--- src/rtl/ctrl_pkg.sv ---
// Shared opcode constants, ALUop encodings and the bundled control word for the
// single-cycle MIPS main control decoder.
package ctrl_pkg;

  localparam logic [5:0] OP_RTYPE = 6'h00;
  localparam logic [5:0] OP_LW    = 6'h23;
  localparam logic [5:0] OP_SW    = 6'h2B;
  localparam logic [5:0] OP_J     = 6'h02;
  localparam logic [5:0] OP_BEQ   = 6'h04;
  localparam logic [5:0] OP_ADDI  = 6'h08;

  localparam logic [1:0] ALUOP_ADD = 2'b00;
  localparam logic [1:0] ALUOP_SUB = 2'b01;
  localparam logic [1:0] ALUOP_FN  = 2'b10;

  typedef struct packed {
    logic       rtype;
    logic       lw;
    logic       sw;
    logic       jump;
    logic       branch;
    logic       addi;
    logic       RegDst;
    logic       ALUSrc;
    logic       RegWrite;
    logic       Mem2Reg;
    logic       MemRead;
    logic       MemWrite;
    logic [1:0] ALUop;
    logic       illegal;
  } ctrl_t;

endpackage

--- src/rtl/opcode_decode.sv ---
// Exact-match opcode classifier: one-hot class flags, or illegal when none match.
module opcode_decode
  import ctrl_pkg::*;
(
  input  logic [5:0] opCode,
  output logic       rtype,
  output logic       lw,
  output logic       sw,
  output logic       jump,
  output logic       branch,
  output logic       addi,
  output logic       illegal
);

  assign rtype   = (opCode == OP_RTYPE);
  assign lw      = (opCode == OP_LW);
  assign sw      = (opCode == OP_SW);
  assign jump    = (opCode == OP_J);
  assign branch  = (opCode == OP_BEQ);
  assign addi    = (opCode == OP_ADDI);
  assign illegal = ~|{rtype, lw, sw, jump, branch, addi};

endmodule

--- src/rtl/main_control.sv ---
// Main control decoder: opcode classes, datapath controls and ALUop, with an
// optional output register selected by REGISTERED.
module main_control
  import ctrl_pkg::*;
#(
  parameter int unsigned REGISTERED = 0
) (
  input  logic       clk,
  input  logic       rst,
  input  logic [5:0] opCode,
  output logic       rtype,
  output logic       lw,
  output logic       sw,
  output logic       jump,
  output logic       branch,
  output logic       addi,
  output logic       RegDst,
  output logic       ALUSrc,
  output logic       RegWrite,
  output logic       Mem2Reg,
  output logic       MemRead,
  output logic       MemWrite,
  output logic [1:0] ALUop,
  output logic       illegal
);

  logic  w_rtype, w_lw, w_sw, w_jump, w_branch, w_addi, w_illegal;
  ctrl_t w_ctrl;
  ctrl_t w_out;

  opcode_decode u_decode (
    .opCode  (opCode),
    .rtype   (w_rtype),
    .lw      (w_lw),
    .sw      (w_sw),
    .jump    (w_jump),
    .branch  (w_branch),
    .addi    (w_addi),
    .illegal (w_illegal)
  );

  // Illegal opcodes leave every enable low, so they retire as a NOP.
  always_comb begin
    w_ctrl          = '0;
    w_ctrl.rtype    = w_rtype;
    w_ctrl.lw       = w_lw;
    w_ctrl.sw       = w_sw;
    w_ctrl.jump     = w_jump;
    w_ctrl.branch   = w_branch;
    w_ctrl.addi     = w_addi;
    w_ctrl.RegDst   = w_rtype;
    w_ctrl.ALUSrc   = w_lw | w_sw | w_addi;
    w_ctrl.RegWrite = w_rtype | w_lw | w_addi;
    w_ctrl.Mem2Reg  = w_lw;
    w_ctrl.MemRead  = w_lw;
    w_ctrl.MemWrite = w_sw;
    w_ctrl.ALUop    = {w_rtype, w_branch};
    w_ctrl.illegal  = w_illegal;
  end

  generate
    if (REGISTERED != 0) begin : g_reg
      ctrl_t r_ctrl;

      always_ff @(posedge clk or posedge rst) begin
        if (rst) r_ctrl <= '0;
        else     r_ctrl <= w_ctrl;
      end

      assign w_out = r_ctrl;
    end else begin : g_comb
      // Clock has no role in the combinational build.
      logic w_unused_clk;
      assign w_unused_clk = clk;
      assign w_out = rst ? '0 : w_ctrl;
    end
  endgenerate

  assign rtype    = w_out.rtype;
  assign lw       = w_out.lw;
  assign sw       = w_out.sw;
  assign jump     = w_out.jump;
  assign branch   = w_out.branch;
  assign addi     = w_out.addi;
  assign RegDst   = w_out.RegDst;
  assign ALUSrc   = w_out.ALUSrc;
  assign RegWrite = w_out.RegWrite;
  assign Mem2Reg  = w_out.Mem2Reg;
  assign MemRead  = w_out.MemRead;
  assign MemWrite = w_out.MemWrite;
  assign ALUop    = w_out.ALUop;
  assign illegal  = w_out.illegal;

endmodule

--- config.mk ---
export PLATFORM = sky130hd
export DESIGN_NAME = main_control
export DESIGN_NICKNAME = d
export VERILOG_FILES = /design/src/rtl/ctrl_pkg.sv /design/src/rtl/opcode_decode.sv /design/src/rtl/main_control.sv
export SDC_FILE = /design/constraint.sdc
export NUM_CORES = 1
export LEC_CHECK = 0
export CAP_MARGIN = 30
export CORE_AREA = 4 4 41 43
export DETAILED_ROUTE_END_ITERATION = 8
export DIE_AREA = 0 0 45 47
export SETUP_SLACK_MARGIN = 0.02
export SLEW_MARGIN = 10
export SYNTH_ARGS = -nofsm -noshare
export SYNTH_HDL_FRONTEND = slang
export SYNTH_SLANG_ARGS = --single-unit
export TNS_END_PERCENT = 100
--- constraint.sdc ---
create_clock -name vclk -period 1.5
set_input_delay 0.3 -clock vclk [all_inputs]
set_output_delay 0.3 -clock vclk [all_outputs]
set_load 0.05 [all_outputs]
==> reports/results.ini <==
[die]
rows = 13
die-area_mm2 = 0.00212
die_h_um = 47
ios = 23
die_x_um = 45
start_util_pct = 13.0
core-area_mm2 = 0.00130

[sta]
layout_min_cycle_time_ns = 1.67
fin_ws_ns = -0.169
fmax_mhz = 599
final_hold_viol_count = 0
tightest_slew_ns = 0.272
maxSlewViolCount = 0
max_slew_margin_pct = 81.9
min_period_over_period_pct = 111
rsz0062_at_grt = true
whs_ns = 1.01
setup_viol = 15

[job]
drv_cap = 0

[finish]
most-common-layout-cells = buf_12 (15), buf_4 (9), buf_6 (7)
nClkBuffers = 0
seq_area_um2 = 0
drive_above_1_share_pct = 91.5
final_core_util_pct = 60.6
fin_nets = 69
diodes = 0
design.seq.count = 0
area.growth.synth_to_final_pct = 367
final_common_cell = buf_12

[detailed_routing]
wl_per_cell_um = 10.6
drt_iter0_markers = 0
drtAntennaViolNets = 0
drtPass1Iterations = 1
wl_um = 788
drc = 0
vias = 314
viasPerCell = 4.24

[grt]
grt_antenna_before_repair = 0
overflow = 0
grt.total_usage_pct = 7.56
grt_pass1_vias = 311
grt_first_pass_wirelength_mm = 1.26
grt_max_degree = 7

[setup_path]
crit_path_top_delay_cell = or4_4
startpoint = opCode[4]
endpoint_kind = output pin
setup.worst_path.start_class = input pin
worstSetupPathType = in -> out
worstPathArrival_ns = 1.37
crit_buf_inv = 2
path_cells = buf_8, or4_4, nor2_4, buf_12
slowest_delay_ns = 0.59
crit_path_max_fanout = 4
crit_family = simple AND/OR/NAND/NOR gates
cp.required_ns = 1.20

[power_and_ir_drop]
switchingPower_mw = 0.0660
power_mw = 0.141
combPwrFrac_pct = 100.0
power_density_mw_per_mm2 = 179
peakVddDrop_mv = 0.111
seq_power_share_pct = 0
swShare_pct = 46.7
p_leak_nw = 0.310
internal_power_mw = 0.0754
clockPowerShare_pct = 0

[hold_path]
hold_start = rst
hold_depth = 4
whs_endpoint = illegal
hold_path_class = in -> out

[yosys]
synth.avg_cell_area_um2 = 6.03
synth_warnings = 0
ys_seq_area_share_pct = 0
synth_cells = 28
synthesis.nets = 36
syn_area_um2 = 169
synthDistinctLibCells = 15

[place]
portBuffers = 22
hpwlAfterDp_um = 624
pre_cts_ws_ns = -0.601
place.gp.congestion = 0.770

[status]
violations = setup timing
status = finished with violations

[clocking]
postCtsHoldBufs = 0

-- layer usage --
| metal | vias up | wire length, µm | GRT usage [%] |
|---|---|---|---|
| li1 | 158 | - | - |
| met1 | 140 | 233 | 7.66 |
| met2 | 16 | 451 | 16.7 |
| met3 | 0 | 103 | 1.15 |
| met4 | 0 | 0 | 0 |
| met5 | - | 0 | 0 |
-- how the worst max path moves through the flow --
stage | cells past startpoint | slack, ns | endpoint
2_1_floorplan | 4 | -0.27 | ALUop[0]
3_3_place_gp | 4 | -0.59 | Mem2Reg
3_5_place_dp | 4 | -0.60 | Mem2Reg
4_1_cts | 4 | -0.20 | Mem2Reg
5_1_grt | 5 | -0.20 | MemRead
6_report | 4 | -0.17 | MemRead
-- per-stage QoR --
stage / instances / TNS [ns] / area [µm²]
final: 74 / -1.56 / 788
after global routing: 74 / -2.30 / 788
after CTS: 73 / -1.71 / 742
after detailed placement: 68 / -7.75 / 656
after global placement: 68 / -7.56 / 656
after floorplan: 28 / -1.44 / 279
-- final cells by class --
type	count	area (µm²)
Fill cell	111	513
Tap cell	15	18.8
Multi-Input combinational cell	21	251
Inverter	1	6.26
Timing Repair Buffer	37	512
-- repair_timing --
action / 4_1_cts / 5_1_grt
resized for setup: 42 / 9
setup buffers: 5 / 1
pin swaps: 11 / 6
setup endpoints to repair: 15 / 15
-- cells in the mapped netlist, drive strengths merged --
master | number | area, µm²
or3 | 1 | 7.51
or2 | 1 | 6.26
nand3 | 2 | 10.0
nand2 | 2 | 7.51
nor4b | 1 | 8.76
o22ai | 1 | 6.26
a21oi | 2 | 10.0
nor3b | 1 | 7.51
nor2 | 5 | 18.8
a211oi | 2 | 15.0
buf | 6 | 45.0
or4 | 1 | 11.3
nor3 | 1 | 5.00
nand2b | 1 | 6.26
inv | 1 | 3.75
-- cells by family after synthesis --
| family | after synthesis | share of synthesized area [%] |
|---|---|---|
| compound gates | 5 | 18.5 |
| buf+inv | 7 | 28.9 |
| simple gates | 16 | 52.6 |
-- power by group through the flow --
| stage | combinational (mW) | clock, mW | sequential, mW |
|---|---|---|---|
| finish | 0.141 | 0 | 0 |
| detailed placement | 0.110 | 0 | 0 |
| CTS | 0.130 | 0 | 0 |
| floorplan | 0.0447 | 0 | 0 |
| global placement | 0.109 | 0 | 0 |
| global route | 0.150 | 0 | 0 |
(Power assumes the default switching activity.)
